<file path="config.mk">
export PLATFORM = sky130hd
export DESIGN_NAME = alu_req_arbiter
export DESIGN_NICKNAME = d
export VERILOG_FILES = /design/src/rtl/alu_req_arbiter.sv
export SDC_FILE = /design/constraint.sdc
export NUM_CORES = 1
export LEC_CHECK = 0
export ABC_AREA = 0
export ABC_CLOCK_PERIOD_IN_PS = 2950
export CAP_MARGIN = 20
export CORE_ASPECT_RATIO = 1.1
export CORE_MARGIN = 2
export CORE_UTILIZATION = 38
export DETAILED_ROUTE_END_ITERATION = 12
export GPL_TIMING_DRIVEN = 0
export HOLD_SLACK_MARGIN = 0.03
export PLACE_DENSITY = 0.82
export SYNTH_ARGS = -nofsm -noshare
export SYNTH_HDL_FRONTEND = slang
export SYNTH_SLANG_ARGS = --single-unit
</file>
<file path="constraint.sdc">
create_clock -name clk -period 2.95 [get_ports clk]
set_clock_uncertainty 0.2 [all_clocks]
set_input_delay 0.4425 -clock clk [delete_from_list [all_inputs] [get_ports clk]]
set_output_delay 0.4425 -clock clk [all_outputs]
set_load 0.02 [all_outputs]
</file>
<file path="src/rtl/alu_req_arbiter.sv">
// Round-robin arbiter sharing one combinational ALU among NUM_REQ requesters,
// with a valid/ready response channel. Optional opcode check: ALU_ARB_OPCHECK_EN.
module alu_req_arbiter #(
   parameter int unsigned WIDTH    = 8,
   parameter int unsigned NUM_REQ  = 4,
   parameter int unsigned ID_W     = 2,
   parameter int unsigned MUL_WAIT = 2
) (
   input  logic                       clk,
   input  logic                       rst,
   input  logic [NUM_REQ-1:0]         req_valid,
   output logic [NUM_REQ-1:0]         req_ready,
   input  logic [4*NUM_REQ-1:0]       req_opcode,
   input  logic [WIDTH*NUM_REQ-1:0]   req_a,
   input  logic [WIDTH*NUM_REQ-1:0]   req_b,
   input  logic [5*NUM_REQ-1:0]       req_shift,
   output logic                       rsp_valid,
   input  logic                       rsp_ready,
   output logic [ID_W-1:0]            rsp_id,
   output logic [WIDTH-1:0]           rsp_result,
   output logic                       rsp_carry,
   output logic                       rsp_zero,
   output logic                       rsp_sign,
   output logic                       rsp_err,
   output logic [3:0]                 alu_opcode,
   output logic [WIDTH-1:0]           alu_input1,
   output logic [WIDTH-1:0]           alu_input2,
   output logic [4:0]                 alu_shift,
   input  logic [WIDTH-1:0]           alu_result,
   input  logic                       alu_carry,
   input  logic                       alu_zero,
   input  logic                       alu_sign
);

   localparam int unsigned CNT_W  = (MUL_WAIT < 2) ? 1 : $clog2(MUL_WAIT + 1);
   localparam logic [3:0]  OP_MUL = 4'd10;

   typedef enum logic [1:0] {
      S_IDLE,
      S_EXEC,
      S_RESP
   } state_t;

   state_t             state_q, state_d;
   logic [ID_W-1:0]    ptr_q, ptr_d;
   logic [CNT_W-1:0]   cnt_q, cnt_d;
   logic [3:0]         alu_opcode_q, alu_opcode_d;
   logic [WIDTH-1:0]   alu_input1_q, alu_input1_d;
   logic [WIDTH-1:0]   alu_input2_q, alu_input2_d;
   logic [4:0]         alu_shift_q, alu_shift_d;
   logic               rsp_valid_q, rsp_valid_d;
   logic [ID_W-1:0]    rsp_id_q, rsp_id_d;
   logic [WIDTH-1:0]   rsp_result_q, rsp_result_d;
   logic               rsp_carry_q, rsp_carry_d;
   logic               rsp_zero_q, rsp_zero_d;
   logic               rsp_sign_q, rsp_sign_d;
`ifdef ALU_ARB_OPCHECK_EN
   logic               rsp_err_q, rsp_err_d;
   logic               err_pend_q, err_pend_d;
   logic               op_reject;
`endif

   logic [2*NUM_REQ-1:0] dbl_valid;
   logic [NUM_REQ-1:0]   rot_valid;
   logic                 grant_found;
   int unsigned          grant_pos;
   logic [ID_W-1:0]      grant_idx;
   logic [3:0]           sel_op;
   logic [WIDTH-1:0]     sel_a;
   logic [WIDTH-1:0]     sel_b;
   logic [4:0]           sel_shift;

   // Rotate the valid vector so bit 0 is the current highest-priority requester.
   always_comb begin
      dbl_valid   = {req_valid, req_valid};
      rot_valid   = NUM_REQ'(dbl_valid >> ptr_q);
      grant_found = 1'b0;
      grant_pos   = 0;
      for (int unsigned k = 0; k < NUM_REQ; k++) begin
         if (!grant_found && rot_valid[k]) begin
            grant_found = 1'b1;
            grant_pos   = 32'(ptr_q) + k;
            if (grant_pos >= NUM_REQ) begin
               grant_pos = grant_pos - NUM_REQ;
            end
         end
      end
      grant_idx = ID_W'(grant_pos);
   end

   always_comb begin
      sel_op    = '0;
      sel_a     = '0;
      sel_b     = '0;
      sel_shift = '0;
      for (int unsigned i = 0; i < NUM_REQ; i++) begin
         if (grant_idx == ID_W'(i)) begin
            sel_op    = req_opcode[i*4 +: 4];
            sel_a     = req_a[i*WIDTH +: WIDTH];
            sel_b     = req_b[i*WIDTH +: WIDTH];
            sel_shift = req_shift[i*5 +: 5];
         end
      end
   end

`ifdef ALU_ARB_OPCHECK_EN
   always_comb begin
      op_reject = (sel_op == 4'd0) || (sel_op == 4'd4) || (sel_op == 4'd5) ||
                  (sel_op == 4'd11) || (sel_op[3:2] == 2'b11);
   end
`endif

   always_comb begin
      state_d      = state_q;
      ptr_d        = ptr_q;
      cnt_d        = cnt_q;
      alu_opcode_d = alu_opcode_q;
      alu_input1_d = alu_input1_q;
      alu_input2_d = alu_input2_q;
      alu_shift_d  = alu_shift_q;
      rsp_valid_d  = rsp_valid_q;
      rsp_id_d     = rsp_id_q;
      rsp_result_d = rsp_result_q;
      rsp_carry_d  = rsp_carry_q;
      rsp_zero_d   = rsp_zero_q;
      rsp_sign_d   = rsp_sign_q;
`ifdef ALU_ARB_OPCHECK_EN
      rsp_err_d    = rsp_err_q;
      err_pend_d   = err_pend_q;
`endif
      req_ready    = '0;

      case (state_q)
         S_IDLE: begin
            if (grant_found) begin
               req_ready[grant_idx] = 1'b1;
               rsp_id_d = grant_idx;
               ptr_d    = (grant_idx == ID_W'(NUM_REQ - 1)) ? '0 : grant_idx + ID_W'(1);
               cnt_d    = (sel_op == OP_MUL) ? CNT_W'(MUL_WAIT) : CNT_W'(1);
               state_d  = S_EXEC;
`ifdef ALU_ARB_OPCHECK_EN
               err_pend_d = op_reject;
               if (op_reject) begin
                  cnt_d = CNT_W'(1);
               end else begin
                  alu_opcode_d = sel_op;
                  alu_input1_d = sel_a;
                  alu_input2_d = sel_b;
                  alu_shift_d  = sel_shift;
               end
`else
               alu_opcode_d = sel_op;
               alu_input1_d = sel_a;
               alu_input2_d = sel_b;
               alu_shift_d  = sel_shift;
`endif
            end
         end

         S_EXEC: begin
            if (cnt_q == CNT_W'(1)) begin
               rsp_valid_d  = 1'b1;
               state_d      = S_RESP;
               rsp_result_d = alu_result;
               rsp_carry_d  = alu_carry;
               rsp_zero_d   = alu_zero;
               rsp_sign_d   = alu_sign;
`ifdef ALU_ARB_OPCHECK_EN
               rsp_err_d    = err_pend_q;
               if (err_pend_q) begin
                  rsp_result_d = '0;
                  rsp_carry_d  = 1'b0;
                  rsp_zero_d   = 1'b0;
                  rsp_sign_d   = 1'b0;
               end
`endif
            end else begin
               cnt_d = cnt_q - CNT_W'(1);
            end
         end

         S_RESP: begin
            if (rsp_ready) begin
               rsp_valid_d = 1'b0;
               state_d     = S_IDLE;
            end
         end

         default: begin
            state_d = S_IDLE;
         end
      endcase

      // Reset is asynchronous on every output, including this combinational one.
      if (rst) begin
         req_ready = '0;
      end
   end

   always_ff @(posedge clk or posedge rst) begin
      if (rst) begin
         state_q      <= S_IDLE;
         ptr_q        <= '0;
         cnt_q        <= '0;
         alu_opcode_q <= '0;
         alu_input1_q <= '0;
         alu_input2_q <= '0;
         alu_shift_q  <= '0;
         rsp_valid_q  <= 1'b0;
         rsp_id_q     <= '0;
         rsp_result_q <= '0;
         rsp_carry_q  <= 1'b0;
         rsp_zero_q   <= 1'b0;
         rsp_sign_q   <= 1'b0;
`ifdef ALU_ARB_OPCHECK_EN
         rsp_err_q    <= 1'b0;
         err_pend_q   <= 1'b0;
`endif
      end else begin
         state_q      <= state_d;
         ptr_q        <= ptr_d;
         cnt_q        <= cnt_d;
         alu_opcode_q <= alu_opcode_d;
         alu_input1_q <= alu_input1_d;
         alu_input2_q <= alu_input2_d;
         alu_shift_q  <= alu_shift_d;
         rsp_valid_q  <= rsp_valid_d;
         rsp_id_q     <= rsp_id_d;
         rsp_result_q <= rsp_result_d;
         rsp_carry_q  <= rsp_carry_d;
         rsp_zero_q   <= rsp_zero_d;
         rsp_sign_q   <= rsp_sign_d;
`ifdef ALU_ARB_OPCHECK_EN
         rsp_err_q    <= rsp_err_d;
         err_pend_q   <= err_pend_d;
`endif
      end
   end

   assign alu_opcode = alu_opcode_q;
   assign alu_input1 = alu_input1_q;
   assign alu_input2 = alu_input2_q;
   assign alu_shift  = alu_shift_q;
   assign rsp_valid  = rsp_valid_q;
   assign rsp_id     = rsp_id_q;
   assign rsp_result = rsp_result_q;
   assign rsp_carry  = rsp_carry_q;
   assign rsp_zero   = rsp_zero_q;
   assign rsp_sign   = rsp_sign_q;
`ifdef ALU_ARB_OPCHECK_EN
   assign rsp_err    = rsp_err_q;
`else
   assign rsp_err    = 1'b0;
`endif

endmodule
</file>
Word level (Yosys, flattened, before mapping)
Cells that the tools add are included.
{"block": "classes", "n_addsub": 9, "n_lt_le_gt_ge": 6, "eq_ne": 11, "shift": 1, "mux": 45, "n_reduce_logical": 16}
{"operator": "$mux W8", "n": 8}
{"operator": "$mux W2", "n": 15}
{"operator": "$mux W4", "n": 7}
{"operator": "$mux W5", "n": 4}
{"operator": "$sub A2 B1 Y2 const B", "n": 5}
{"operator": "$ge A3 B3 Y1 const B", "n": 3}
{"operator": "$reduce_and A3 Y1", "n": 3}
{"operator": "$ne A2 B2 Y1 const B", "n": 4}
{"operator": "$shr A8 B2 Y4", "n": 1}
{"operator": "$mux W1", "n": 7}
{"operator": "$add A2 B2 Y3 const B", "n": 2}
{"operator": "$eq A2 B1 Y1 const B", "n": 3}
{"operator": "$eq A2 B2 Y1 const B", "n": 3}
{"operator": "$pmux W2 S3", "n": 1}
{"operator": "$eq A4 B4 Y1 const B", "n": 1}
{"operator": "$logic_and A1 B1 Y1", "n": 4}
{"operator": "$logic_not A2 Y1", "n": 2}
{"operator": "$pmux W2 S2", "n": 1}
{"operator": "$reduce_and A2 Y1", "n": 2}
{"operator": "$reduce_bool A2 Y1", "n": 2}
{"operator": "$add A2 B1 Y3 const B", "n": 1}
{"operator": "$ge A2 B3 Y1 const B", "n": 1}
{"operator": "$logic_not A1 Y1", "n": 3}
{"operator": "$lt A2 B3 Y1 const B", "n": 1}
{"operator": "4 further kinds", "n": 4}
{"block": "word_totals", "reg_bits": 45, "in_bits": 118, "output_inout_bits": 44, "elab_cells": 101}

Longest topological paths before layout
Gate-level depths: netlist (run 1).
{"block": "logic_depth", "depth_word": 20, "ltp_mapped": 13, "mapped_depth_nobuf": 11}

Worst setup path after synthesis (run 1)
OpenSTA, ideal clock, no wires.
{"block": "synth_path", "path_type": "input-to-output", "from": "input req_valid[2]", "to": "output req_ready[2]", "arrival_time_ns": 2.107, "required_time_ns": 2.308, "path_slack_ns": 0.201, "path_stages": 10, "path_buffers": 3, "cell_sequence": "inv_1 o221ai_1 a22oi_1 and2_1 inv_1 ha_1 buf_6 clkbuf_1 clkbuf_1 and3_1"}
{"block": "synth_between", "elab_chain_cells": 18}
{"element": "start, declared", "line_no": "11", "text": "input logic [NUM_REQ-1:0] req_valid,"}
{"element": "$shr A8 B2 Y4 *", "line_no": "76", "text": "rot_valid = NUM_REQ'(dbl_valid >> ptr_q);"}
{"element": "$mux W1", "line_no": "80", "text": "if (!grant_found && rot_valid[k]) begin"}
{"element": "$logic_not A1 Y1", "line_no": "80"}
{"element": "$logic_and A1 B1 Y1", "line_no": "80"}
{"element": "$mux W1", "line_no": "80"}
{"element": "$logic_not A1 Y1", "line_no": "80"}
{"element": "$logic_and A1 B1 Y1", "line_no": "80"}
{"element": "$mux W1", "line_no": "80"}
{"element": "(+3 left out)"}
{"element": "named net grant_pos[0]", "line_no": "66", "text": "int unsigned grant_pos;"}
{"element": "$lt A2 B3 Y1 (not written as such) or $ge A2 B1 Y1 (tied branches)", "line_no": "136", "text": "req_ready[grant_idx] = 1'b1;"}
{"element": "$logic_and A1 B1 Y1 (not written as such)", "line_no": "136"}
{"element": "$mux W1 (not written as such)", "line_no": "136"}
{"element": "$demux W1 S2 *", "line_no": "136"}
{"element": "$mux W4 *", "line_no": "135", "text": "if (grant_found) begin"}
{"element": "$mux W4 *", "line_no": "133", "text": "case (state_q)"}
{"element": "$mux W4 *", "line_no": "195", "text": "if (rst) begin"}
{"element": "end, declared", "line_no": "12", "text": "output logic [NUM_REQ-1:0] req_ready,"}
Mark *: on every way through the listed nets, which the timed path passes. The rest lies on a longest branch.

Final worst setup path (run 1)
{"block": "layout_path", "from": "input req_valid[0]", "to": "output req_ready[0]"}
Same word-level chain as after synthesis.

==> results of run 1 <==
cell usage after synthesis (all sizes together):
cell and n:
nand2 34, and3 3, nand3 1, o221ai 2, ha 5, a221o 1
and2 1, or3 1, clkbuf 12, nor2 16, and4bb 1, o21a 13
mux2 12, a21oi 63, o22ai 5, o21bai 1, dfrtp 45, a22oi 3
nor2b 13, a221oi 10, or2 1, a21boi 1, nor4 1, buf 15
conb 1, inv 9, nand2b 2, nor3 10, nand3b 15, o21ai 16
routing by layer:
metal / GRT usage / wire length (microns) / part of all wire / up-vias
met5: 0 / 0 / 0 / -
met4: 0.1129 / 408 / 0.041 / 0
met3: 0.06301 / 720 / 0.072 / 35
met2: 0.4544 / 5198 / 0.52 / 129
met1: 0.2587 / 3645 / 0.37 / 1523
li1: - / - / - / 1467
kinds of logic (layout without fill, tap and decap cells):
group	Yosys count	count (layout)	synth area share
mux	12	12	0.05035
buf+inv	36	216	0.06014
other cells	1	1	0.001397
flops	45	45	0.4196
simple gates	99	99	0.1902
compound gates	115	115	0.2550
fa+ha+maj	5	5	0.02331
through the flow:
stage	TNS (ns)	area (sq um)	setup WS [ns]	cells
2_1_floorplan	0	2684	0.2006	313
3_3_place_gp	-10.87	4392	-1.104	558
3_5_place_dp	-13.52	4412	-1.175	559
4_1_cts	0	4649	0.002955	574
5_1_grt	0	4716	0.003697	578
6_report	0	4716	0.07687	578
layout make-up:
type / instances / area (sq um) / area share
Sequential cell: 45 / 1127 / 0.2391
Clock buffer: 6 / 72.57 / 0.01539
Clock inverter: 2 / 38.79 / 0.008225
Timing Repair Buffer: 173 / 1693 / 0.3590
Inverter: 9 / 33.78 / 0.007164
Buffer: 26 / 185.2 / 0.03927
Tap cell: 85 / 106.4 / 0.02255
Multi-Input combinational cell: 232 / 1459 / 0.3094
path summary, 6_finish.rpt:
kind                                from            end  slack [ns]  depth (start not counted)
max                         req_valid[0]   req_ready[0]        0.08                         11
min                        alu_opcode[0]  alu_opcode[0]        0.28                          2
max reg2reg                     ptr_q[1]       cnt_q[1]        0.14                         12
min reg2reg                alu_opcode[0]  alu_opcode[0]        0.28                          2
max in group asynchronous            rst       cnt_q[0]        1.75                          3
min in group asynchronous            rst  rsp_result[3]        0.29                          2
registers in the layout, summed over array words and instances (netlist names):
signal,count
rsp_carry,1
alu_shift,5
rsp_sign,1
cnt_q,2
alu_input2,8
rsp_result,8
alu_opcode,4
rsp_valid,1
alu_input1,8
ptr_q,2
rsp_zero,1
rsp_id,2
state_q,2
repair_timing:
item | in CTS | in global routing
endpoints found under the setup margin | 27 | 13
setup buffers | 7 | 5
pin swaps | 2 | 4
endpoints found under the hold margin | 0 | 0
gates resized for setup | 45 | 14
where the power goes:
group          leakage, nW  internal, mW  total [mW]  switching, mW
Clock               0.0554         0.255       0.484          0.229
Sequential           0.527         0.943        1.13          0.188
Combinational         1.33          1.58        3.26           1.69
Total                 1.91          2.77        4.88           2.10
critical path, cell delays in order:
cell and delay [ns]:
dlygate4sd2_1 0.28, inv_2 0.09, o221ai_2 0.10, a22oi_2 0.21, and2_4 0.20, inv_2 0.05, ha_1 0.21, buf_6 0.15
buf_4 0.18, and3_1 0.17, buf_2 0.15
==> results.sh, run 1 <==
export IMPL_hold_viol_final=0
export IMPL_most_frequent_cells_in_the_layout="clkdlybuf4s50_1 (152), a21oi_1 (61), dfrtp_1 (44), nand2_1 (34), nor2_1 (16)"
export IMPL_vdd_ir_drop_max_mv=0.4658
export IMPL_first_pass_iters=4
export IMPL_gp_congestion=0.8206
export IMPL_cell_type_contributing_the_most_total_cell_area_after_synthesis="dfrtp_1"
export IMPL_syn_cell_area_sq_um=2684
export IMPL_holdBufCountCts=0
export IMPL_drt_antenna_net_count=0
export IMPL_clk_latency_worst_skew_pair_ns=0.30
export IMPL_number_of_distinct_library_cells_after_synthesis=36
export IMPL_p_per_area_nw_per_um2=1034
export IMPL_drt_iter0_markers=147
export IMPL_pin_count_of_the_biggest_net_entering_global_routing=29
export IMPL_start_util=0.3875
export IMPL_io_buf_count=160
export IMPL_chipHeight_microns=92.14
export IMPL_critPathArrivalTime_ns=2.23
export IMPL_cts_tree="built"
export IMPL_max_clock_freq_mhz=348.1
export IMPL_syn2layout_area_growth_pct=75.71
export IMPL_globalRouteOverflowTotal=0
export IMPL_global_route_wire_length_before_repair_microns=15320
export IMPL_crit_type="in -> out"
export IMPL_vias_per_cell=5.457
export IMPL_final_setup_viol_count=0
export IMPL_crit_required_ns=2.31
export IMPL_maxSlewHeadroom=0.6027
export IMPL_layout_filler_cells=604
export IMPL_grt_antenna_before_repair=0
export IMPL_critical_path_endpoint_type="output pin"
export IMPL_final_max_slew_viol_count=0
export IMPL_post_route_period_util=0.9739
export IMPL_proportion_of_netlist_area_held_by_the_largest_area_contributor=0.4196
export IMPL_layout_nets=615
export IMPL_syn_area_per_cell_sq_um=8.575
export IMPL_worstPathMaxFanout=10
export IMPL_p_leak_nw=1.915
export IMPL_cts_inserted_buffers=5
export IMPL_rows=32
export IMPL_final_common_cell="clkdlybuf4s50_1"
export IMPL_wirelength_microns=9973
export IMPL_tightestPinTransition_ns=0.5960
export IMPL_num_antenna_cells=0
export IMPL_cts_root_buf="clkbuf_8"
export IMPL_grt_pass1_vias=3330
export IMPL_clk_pin_slew_worst_paths_ns=0.09
export IMPL_drv_max_cap_violation_count=0
export IMPL_run_status="complete, no violations"
export IMPL_worst_setup_path_start_kind="input pin"
export IMPL_track_usage=0.2460
export IMPL_seq_area_frac_synth=0.4196
export IMPL_area_of_the_die_sq_um=7752
export IMPL_finish_utilization=0.6808
export IMPL_cts_htree_levels=2
export IMPL_syn_nets=436
export IMPL_chipWidth_microns=84.13
export IMPL_post_route_cells_drive_above_1_share=0.1481
export IMPL_drt_drc_violations_left=0
export IMPL_rsz0062_at_grt="false"
export IMPL_via_count=3154
export IMPL_finalWorstPathRequiredPeriod_ns=2.873
export IMPL_clock_tree_buffer_depth=2
export IMPL_total_power_mw=4.876
export IMPL_place_hpwl_microns=7429
export IMPL_fp_coreArea_sq_um=6927
export IMPL_fin_worst_hold_slack_ns=0.2834
export IMPL_yosys_top_cells_area="dfrtp_1 (42%), a21oi_1 (11%), mux2_2 (5.0%), nand2_1 (4.8%), nand3b_1 (4.2%)"
export IMPL_synth_seq_cells=45
export IMPL_cts_sinks=45
export IMPL_timing_hold_worst_class="reg -> reg"
export IMPL_wire_per_inst_microns=17.25
export IMPL_pin_count=162
export IMPL_number_of_warnings_issued_by_yosys=0
export IMPL_syn_instance_count=313
No activity file was read; power rests on OpenSTA's default activity.
==> run 2: changes to the inputs <==
--- a/config.mk
+++ b/config.mk
@@ -15,6 +15,7 @@
 export GPL_TIMING_DRIVEN = 0
 export HOLD_SLACK_MARGIN = 0.03
 export PLACE_DENSITY = 0.82
+export SLEW_MARGIN = 20
 export SYNTH_ARGS = -nofsm -noshare
 export SYNTH_HDL_FRONTEND = slang
 export SYNTH_SLANG_ARGS = --single-unit
==> results of run 2 <==
The final DEF is identical to that of run 1; final timing and power are the same.
